===== src/rtl/csr_counter_unit_pkg.sv =====
// Shared CSR numbers, decode helpers and counter-slot mapping for the
// performance-counter CSR bank.
package csr_counter_unit_pkg;

    typedef enum logic [11:0] {
        MCOUNTINHIBIT = 12'h320,
        MCYCLE        = 12'hB00,
        MINSTRET      = 12'hB02,
        MHPMCOUNTER3  = 12'hB03,
        MCYCLEH       = 12'hB80,
        MINSTRETH     = 12'hB82,
        MHPMCOUNTER3H = 12'hB83,
        CYCLE         = 12'hC00,
        TIME          = 12'hC01,
        INSTRET       = 12'hC02,
        HPMCOUNTER3   = 12'hC03,
        CYCLEH        = 12'hC80,
        TIMEH         = 12'hC81,
        INSTRETH      = 12'hC82,
        HPMCOUNTER3H  = 12'hC83
    } csr_reg_t;

    localparam logic [3:0] GRP_M      = 4'hB;
    localparam logic [3:0] GRP_U      = 4'hC;
    localparam logic [7:0] HPM_OFS_LO = 8'h03;
    localparam logic [7:0] HPM_OFS_HI = 8'h83;

    typedef struct packed {
        logic       ctr;
        logic       ro;
        logic       hi;
        logic [4:0] idx;
    } csr_dec_t;

    function automatic csr_dec_t csr_decode(input logic [11:0] addr);
        csr_dec_t d;
        d.ro  = (addr[11:8] == GRP_U);
        d.ctr = (d.ro || (addr[11:8] == GRP_M)) && (addr[6:5] == 2'b00);
        d.hi  = addr[7];
        d.idx = addr[4:0];
        return d;
    endfunction

    // Counter slot 0 = cycle, 1 = instret, 2.. = hpm; returns its CSR low index.
    function automatic int unsigned cnt_csr_idx(input int unsigned slot);
        return (slot == 32'd0) ? 32'd0 : slot + 32'd1;
    endfunction

endpackage


===== src/rtl/csr_counter_unit_if.sv =====
// Read/write CSR port plus retire/event pulses between the pipeline and the counter bank.
interface csr_counter_unit_if #(
    parameter int unsigned NUM_HPM = 4
);
    localparam int unsigned HPM_W = (NUM_HPM > 0) ? NUM_HPM : 1;

    logic [11:0]      rd_addr;
    logic [31:0]      rd_data;
    logic             rd_hit;
    logic             we;
    logic [11:0]      wr_addr;
    logic [31:0]      wr_data;
    logic             wr_illegal;
    logic             instr_retire;
    logic [HPM_W-1:0] hpm_event;

    modport master (
        output rd_addr, we, wr_addr, wr_data, instr_retire, hpm_event,
        input  rd_data, rd_hit, wr_illegal
    );

    modport slave (
        input  rd_addr, we, wr_addr, wr_data, instr_retire, hpm_event,
        output rd_data, rd_hit, wr_illegal
    );
endinterface


===== src/rtl/csr_counter.sv =====
// One W-bit counter with per-half load; a load in either half suppresses the increment.
module csr_counter #(
    parameter int unsigned W = 64
) (
    input  logic         clk_i,
    input  logic         reset_i,
    input  logic         inc_en_i,
    input  logic         wr_lo_i,
    input  logic         wr_hi_i,
    input  logic [31:0]  wr_data_i,
    output logic [W-1:0] value_o
);
    logic [W-1:0] value_q, value_d;

    always_comb begin
        value_d = value_q;
        if (wr_lo_i) begin
            value_d[31:0] = wr_data_i;
        end else if (wr_hi_i) begin
            value_d[W-1:32] = wr_data_i[W-33:0];
        end else if (inc_en_i) begin
            value_d = value_q + W'(1);
        end
    end

    always_ff @(posedge clk_i or posedge reset_i) begin
        if (reset_i) begin
            value_q <= '0;
        end else begin
            value_q <= value_d;
        end
    end

    assign value_o = value_q;
endmodule


===== src/rtl/csr_counter_unit.sv =====
// Performance-counter CSR bank: cycle/instret/hpm counters, prescaled time,
// mcountinhibit, combinational read port and write port.
module csr_counter_unit
    import csr_counter_unit_pkg::*;
#(
    parameter int unsigned NUM_HPM       = 4,
    parameter int unsigned COUNTER_WIDTH = 64,
    parameter int unsigned TIME_DIV      = 1
) (
    input  logic              clk_i,
    input  logic              reset_i,
    csr_counter_unit_if.slave csr_bus
);
    localparam int unsigned W       = COUNTER_WIDTH;
    localparam int unsigned NUM_CNT = 2 + NUM_HPM;
    localparam int unsigned PW      = (TIME_DIV > 1) ? $clog2(TIME_DIV) : 1;
    localparam logic [31:0] INH_MASK = 32'((64'd1 << (3 + NUM_HPM)) - 64'd1) & ~32'h2;

    logic [W-1:0]  cnt [NUM_CNT];
    logic [PW-1:0] presc_q, presc_d;
    logic [W-1:0]  time_q, time_d;
    logic [31:0]   inh_q, inh_d;
    logic          tick;
    csr_dec_t      rd_dec, wr_dec;
    logic          rd_mapped, wr_inh, wr_ctr;
    logic [63:0]   rd_val;

    // Index 1 is time (read-only view only); hpm indices are bounded by NUM_HPM.
    function automatic logic idx_ok(input csr_dec_t d);
        logic [7:0] ofs;
        logic [7:0] lo8;
        ofs = d.hi ? HPM_OFS_HI : HPM_OFS_LO;
        lo8 = {d.hi, 2'b00, d.idx};
        return (d.idx == 5'd0) || (d.idx == 5'd2) || ((d.idx == 5'd1) && d.ro) ||
               ((lo8 >= ofs) && (32'(lo8) < 32'(ofs) + NUM_HPM));
    endfunction

    assign rd_dec    = csr_decode(csr_bus.rd_addr);
    assign wr_dec    = csr_decode(csr_bus.wr_addr);
    assign rd_mapped = rd_dec.ctr && idx_ok(rd_dec);
    assign wr_inh    = csr_bus.we && (csr_bus.wr_addr == 12'(MCOUNTINHIBIT));
    assign wr_ctr    = csr_bus.we && wr_dec.ctr && !wr_dec.ro && idx_ok(wr_dec);
    assign csr_bus.wr_illegal = csr_bus.we && !wr_inh && !wr_ctr;

    for (genvar g = 0; g < NUM_CNT; g++) begin : g_cnt
        logic inc_en;
        logic wr_sel;
        assign wr_sel = wr_ctr && (32'(wr_dec.idx) == cnt_csr_idx(g));
        if (g == 0) begin : g_cycle
            assign inc_en = !inh_q[0];
        end else if (g == 1) begin : g_instret
            assign inc_en = csr_bus.instr_retire && !inh_q[2];
        end else begin : g_hpm
            assign inc_en = csr_bus.hpm_event[g-2] && !inh_q[g+1];
        end
        csr_counter #(.W(W)) u_cnt (
            .clk_i     (clk_i),
            .reset_i   (reset_i),
            .inc_en_i  (inc_en),
            .wr_lo_i   (wr_sel && !wr_dec.hi),
            .wr_hi_i   (wr_sel && wr_dec.hi),
            .wr_data_i (csr_bus.wr_data),
            .value_o   (cnt[g])
        );
    end

    // Time prescaler and inhibit next-state.
    always_comb begin
        tick    = (presc_q == PW'(TIME_DIV - 1));
        presc_d = tick ? '0 : presc_q + PW'(1);
        time_d  = tick ? time_q + W'(1) : time_q;
        inh_d   = wr_inh ? (csr_bus.wr_data & INH_MASK) : inh_q;
    end

    always_ff @(posedge clk_i or posedge reset_i) begin
        if (reset_i) begin
            presc_q <= '0;
            time_q  <= '0;
            inh_q   <= '0;
        end else begin
            presc_q <= presc_d;
            time_q  <= time_d;
            inh_q   <= inh_d;
        end
    end

    always_comb begin
        rd_val = '0;
        if (rd_mapped && (rd_dec.idx == 5'd1)) begin
            rd_val = 64'(time_q);
        end else if (rd_mapped) begin
            for (int unsigned i = 0; i < NUM_CNT; i++) begin
                if (32'(rd_dec.idx) == cnt_csr_idx(i)) rd_val = 64'(cnt[i]);
            end
        end
    end

    always_comb begin
        csr_bus.rd_data = '0;
        csr_bus.rd_hit  = 1'b0;
        if (csr_bus.rd_addr == 12'(MCOUNTINHIBIT)) begin
            csr_bus.rd_data = inh_q;
            csr_bus.rd_hit  = 1'b1;
        end else if (rd_mapped) begin
            csr_bus.rd_data = rd_dec.hi ? rd_val[63:32] : rd_val[31:0];
            csr_bus.rd_hit  = 1'b1;
        end
    end
endmodule


===== src/flat_wrapper.sv =====
// flat-port wrapper written by rule: the top's interface ports become plain ports
module csr_counter_unit_flat import csr_counter_unit_pkg::*;
#(
    parameter int unsigned NUM_HPM       = 4,
    parameter int unsigned COUNTER_WIDTH = 64,
    parameter int unsigned TIME_DIV      = 1
)
  (clk_i, reset_i, csr_bus_rd_addr, csr_bus_we, csr_bus_wr_addr, csr_bus_wr_data, csr_bus_instr_retire, csr_bus_hpm_event, csr_bus_rd_data, csr_bus_rd_hit, csr_bus_wr_illegal);
  csr_counter_unit_if #(.NUM_HPM(NUM_HPM)) csr_bus_i ();
  input  logic clk_i;
  input  logic reset_i;
  input wire logic [$bits(csr_bus_i.rd_addr)-1:0] csr_bus_rd_addr;
  input wire logic [$bits(csr_bus_i.we)-1:0] csr_bus_we;
  input wire logic [$bits(csr_bus_i.wr_addr)-1:0] csr_bus_wr_addr;
  input wire logic [$bits(csr_bus_i.wr_data)-1:0] csr_bus_wr_data;
  input wire logic [$bits(csr_bus_i.instr_retire)-1:0] csr_bus_instr_retire;
  input wire logic [$bits(csr_bus_i.hpm_event)-1:0] csr_bus_hpm_event;
  output wire logic [$bits(csr_bus_i.rd_data)-1:0] csr_bus_rd_data;
  output wire logic [$bits(csr_bus_i.rd_hit)-1:0] csr_bus_rd_hit;
  output wire logic [$bits(csr_bus_i.wr_illegal)-1:0] csr_bus_wr_illegal;
  assign csr_bus_i.rd_addr = csr_bus_rd_addr;
  assign csr_bus_i.we = csr_bus_we;
  assign csr_bus_i.wr_addr = csr_bus_wr_addr;
  assign csr_bus_i.wr_data = csr_bus_wr_data;
  assign csr_bus_i.instr_retire = csr_bus_instr_retire;
  assign csr_bus_i.hpm_event = csr_bus_hpm_event;
  assign csr_bus_rd_data = csr_bus_i.rd_data;
  assign csr_bus_rd_hit = csr_bus_i.rd_hit;
  assign csr_bus_wr_illegal = csr_bus_i.wr_illegal;
  csr_counter_unit #(.NUM_HPM(NUM_HPM), .COUNTER_WIDTH(COUNTER_WIDTH), .TIME_DIV(TIME_DIV)) u_core (.clk_i(clk_i), .reset_i(reset_i), .csr_bus(csr_bus_i));
endmodule

===== config.mk =====
export PLATFORM = sky130hd
export DESIGN_NAME = csr_counter_unit_flat
export DESIGN_NICKNAME = d
export VERILOG_FILES = /design/src/rtl/csr_counter_unit_pkg.sv /design/src/rtl/csr_counter_unit_if.sv /design/src/rtl/csr_counter.sv /design/src/rtl/csr_counter_unit.sv /design/src/flat_wrapper.sv
export SDC_FILE = /design/constraint.sdc
export NUM_CORES = 2
export LEC_CHECK = 0
export CELL_PAD_IN_SITES_DETAIL_PLACEMENT = 0
export CELL_PAD_IN_SITES_GLOBAL_PLACEMENT = 2
export CORE_ASPECT_RATIO = 0.9
export CORE_UTILIZATION = 43
export CTS_CLUSTER_SIZE = 8
export DETAILED_ROUTE_END_ITERATION = 8
export DONT_BUFFER_PORTS = 1
export PLACE_DENSITY_LB_ADDON = 0.1
export RECOVER_POWER = 25
export SYNTH_ARGS = -nofsm -noshare
export SYNTH_HDL_FRONTEND = slang
export SYNTH_SLANG_ARGS = --single-unit

===== constraint.sdc =====
create_clock -name clk_i -period 28.6 [get_ports clk_i]
set_input_delay 1.43 -clock clk_i [delete_from_list [all_inputs] [get_ports clk_i]]
set_output_delay 1.43 -clock clk_i [all_outputs]
set_load 0.005 [all_outputs]

==> flow_summary_export.csv <==
group,metric,value,unit
yosys,synth_top_cell_by_area,"dfrtp_1",
yosys,synth_nets,3913,
sta,tns,0,ns
cts,clock_path_buffers,3,
critical_path,cp_top_family,"buffers and inverters",
yosys,yosysMostFrequentCell,"nand2_1",
final_layout,postLayoutCellArea,33600,µm²
cts,clock-root-buffer,"clkbuf_16",
global_route,grt_pass1_wl,227000,µm
place,dp_hpwl,113000,µm
final_layout,syn_to_final_growth,7.91,%
power,ir_drop,0.0438,mV
status,outcome,"finished, violations left",
detailed_routing,postRouteAntennaNets,0,
cts,clk_pin_slew,0.05,ns
yosys,ys_seq_elements,454,
yosys,synth_edf_count,0,
yosys,ys_warn_count,0,
power,p_leak,12.8,nW
global_route,overflow,0,
sta,min_period_over_period,0.435,
cts,clk_latency,0.62,ns
sta,slew_headroom,-4.82,
final_layout,fillers,7013,
critical_path,crit_type,"in -> async",
cts,numCtsBuffers,67,
yosys,synthXorXnorAreaFrac,0.0453,
final_layout,fin_util,0.470,
sta,hold_violations,0,
sta,rsz0062_at_grt,"false",
cts,post_cts_resized,0,
yosys,avgSynthCellArea,8.11,µm²
floorplanning,row_count,93,
cts,cts_setup_buffers,0,
global_route,grt_max_degree,150,
yosys,synth_async_sr_flop_share,1.00,
yosys,synth_cell_types,87,
critical_path,cp.required,27.12,ns
yosys,ys.flop_type,"dfrtp_1",
floorplanning,die-area,73500,µm²
floorplanning,top_level_ports,98,
critical_path,start_kind,"input pin",
place,place_area,31800,µm²
final_layout,layout-drive-gt1-share,0.0630,
detailed_routing,drcViolationCount,0,
critical_path,max_stage_delay,6.16,ns
yosys,netlist_instances,3842,
detailed_routing,wl_per_cell,34.4,µm
sta,fmax,80.3,MHz
yosys,synth_compound_area_frac,0.212,
critical_path,cp_max_fo,149,
place,port_buffers,0,
detailed_routing,drt-total-wl,160000,µm
critical_path,worstPathCellList,"clkinvlp_2 > clkbuf_1",
detailed_routing,drt_iter0_markers,5244,
sta,skew,0.0193,ns
power,power.density,49.4,nW/µm²
yosys,synth-simple-area-share,0.288,
status,violations,"max-capacitance violations, max-slew violations",
yosys,synth_adder_area_share,0.00281,
worst_hold_path,min_path_type,"reg -> reg",
floorplanning,core_area,71600,µm²
detailed_routing,avgViaCountPerCell,7.29,
yosys,seq_area_frac_synth,0.365,
sta,drv_slew,257,
floorplanning,start_util,0.435,
global_route,grt.total_usage,0.428,
flow_run,max-cap-violations,2,
critical_path,end_kind,"asynchronous set/reset pin",
sta,setup_violations,0,
floorplanning,die_w,286,µm
place,gp_congestion,1.01,
sta,tightestPinTransition,8.73,ns
cts,ctsHtreeMaxLevel,3,
global_route,antenna_found_initial,10,
yosys,yosys-top-cells-area,"dfrtp_1 36%, nand2_1 6.2%, nand3_1 4.4%",
final_layout,layout.nets,3757,
cts,clkSinkCount,454,
global_route,first_global_vias,30400,
critical_path,critPathBufInv,2,
yosys,synth_top_family_by_area,"simple AND/OR/NAND/NOR gates",
yosys,netlist_top_cells_count,"512 x nand2_1, 454 x dfrtp_1, 278 x nor2_1",
critical_path,slowest_stage,"clkbuf_1",
yosys,synthMuxAreaShare,0.0435,
detailed_routing,drtPass1Iterations,8,
cts,cts_hold_buf,0,
yosys,syn_area,31200,µm²
yosys,synth_top_area_share,0.365,
cts,cts_tree,"done",
sta,min_period,12.45,ns
critical_path,critPathArrivalTime,10.97,ns
detailed_routing,vias,33900,
floorplanning,die_y,257,µm
worst paths after layout:
check | start | to | slack, ns | cells after the start
max in group clk_i | csr_bus_rd_addr[3] | csr_bus_rd_data[27] | 23.02 | 6
setup / recovery | reset_i | u_core.g_cnt[3].u_cnt.value_o[36] | 16.15 | 2
hold / removal | u_core.time_q[63] | u_core.time_q[63] | 0.48 | 1
min in group asynchronous | reset_i | u_core.g_cnt[2].u_cnt.value_o[53] | 2.31 | 1
setup reg to reg | u_core.g_cnt[4].u_cnt.value_o[8] | u_core.g_cnt[4].u_cnt.value_o[48] | 25.15 | 6
hold reg to reg | u_core.time_q[63] | u_core.time_q[63] | 0.48 | 1
report_power, final:
group          total (W)  switching (W)  internal (W)
Combinational   0.000167       0.000107     0.0000595
Clock           0.000741       0.000318      0.000423
Sequential      0.000753      0.0000753      0.000678
Total            0.00166       0.000501       0.00116
cells in the final DEF (no fill, tap or decap), drive strengths merged, types with 17 or more instances in the layout:
| cell type | n |
|---|---|
| a221o | 32 |
| nand3 | 273 |
| a22oi | 54 |
| a31oi | 67 |
| o2bb2ai | 22 |
| o211ai | 107 |
| a21oi | 164 |
| nor4 | 63 |
| o22ai | 34 |
| nor3 | 98 |
| and3 | 108 |
| a32oi | 26 |
| xnor2 | 101 |
| mux2i | 104 |
| xor2 | 60 |
| nand2b | 17 |
| nand4 | 155 |
| nor2 | 279 |
| o311ai | 54 |
| o221ai | 24 |
| inv | 65 |
| clkbuf | 73 |
| buf | 59 |
| or3 | 40 |
| dfrtp | 454 |
| or4 | 37 |
| a211oi | 22 |
| o21ai | 263 |
| and4 | 44 |
| mux2 | 28 |
| nand2 | 512 |
| and2 | 44 |
cells by family after synthesis:
group | count (synthesis)
xor gates and xnor gates | 161
buffers and inverters | 350
DFF | 454
muxes | 132
AOI/OAI and AO/OA | 988
and+or+nand+nor | 1750
adders and majority gates | 7
registers in the layout (all words and copies together), names as in the netlist:
name / count
u_core.g_cnt.u_cnt.value_o: 384
u_core.time_q: 64
u_core.inh_q: 6
per-stage QoR:
step | power (W) | worst slack [ns] | hold slack (ns) | cells
floorplan | 0.000852 | 14.51 | 0.445 | 3842
global placement | 0.000915 | 23.18 | 0.460 | 4567
detailed placement | 0.000920 | 23.11 | 0.483 | 4567
CTS | 0.00166 | 23.11 | 0.489 | 4646
global route | 0.00170 | 14.26 | 0.494 | 4648
finish | 0.00166 | 16.15 | 0.484 | 4654
layout make-up:
type | instances | area (µm²) | share of cell area
inverter | 65 | 245 | 0.00729
multi-input combinational | 3038 | 18600 | 0.552
clock buffer | 72 | 1720 | 0.0511
tap | 950 | 1190 | 0.0354
antenna | 8 | 20.0 | 0.000596
clock inverter | 7 | 76.3 | 0.00227
sequential | 454 | 11400 | 0.338
timing repair buffer | 60 | 447 | 0.0133
routing by layer:
metal / global-route usage / vias up / part of all wire
li1: - / 14100 / -
met1: 0.624 / 17000 / 0.42
met2: 0.564 / 2422 / 0.39
met3: 0.121 / 400 / 0.13
met4: 0.221 / 14 / 0.055
met5: 0 / - / 0.00058
Note: power is estimated with default switching activity, not from simulation.
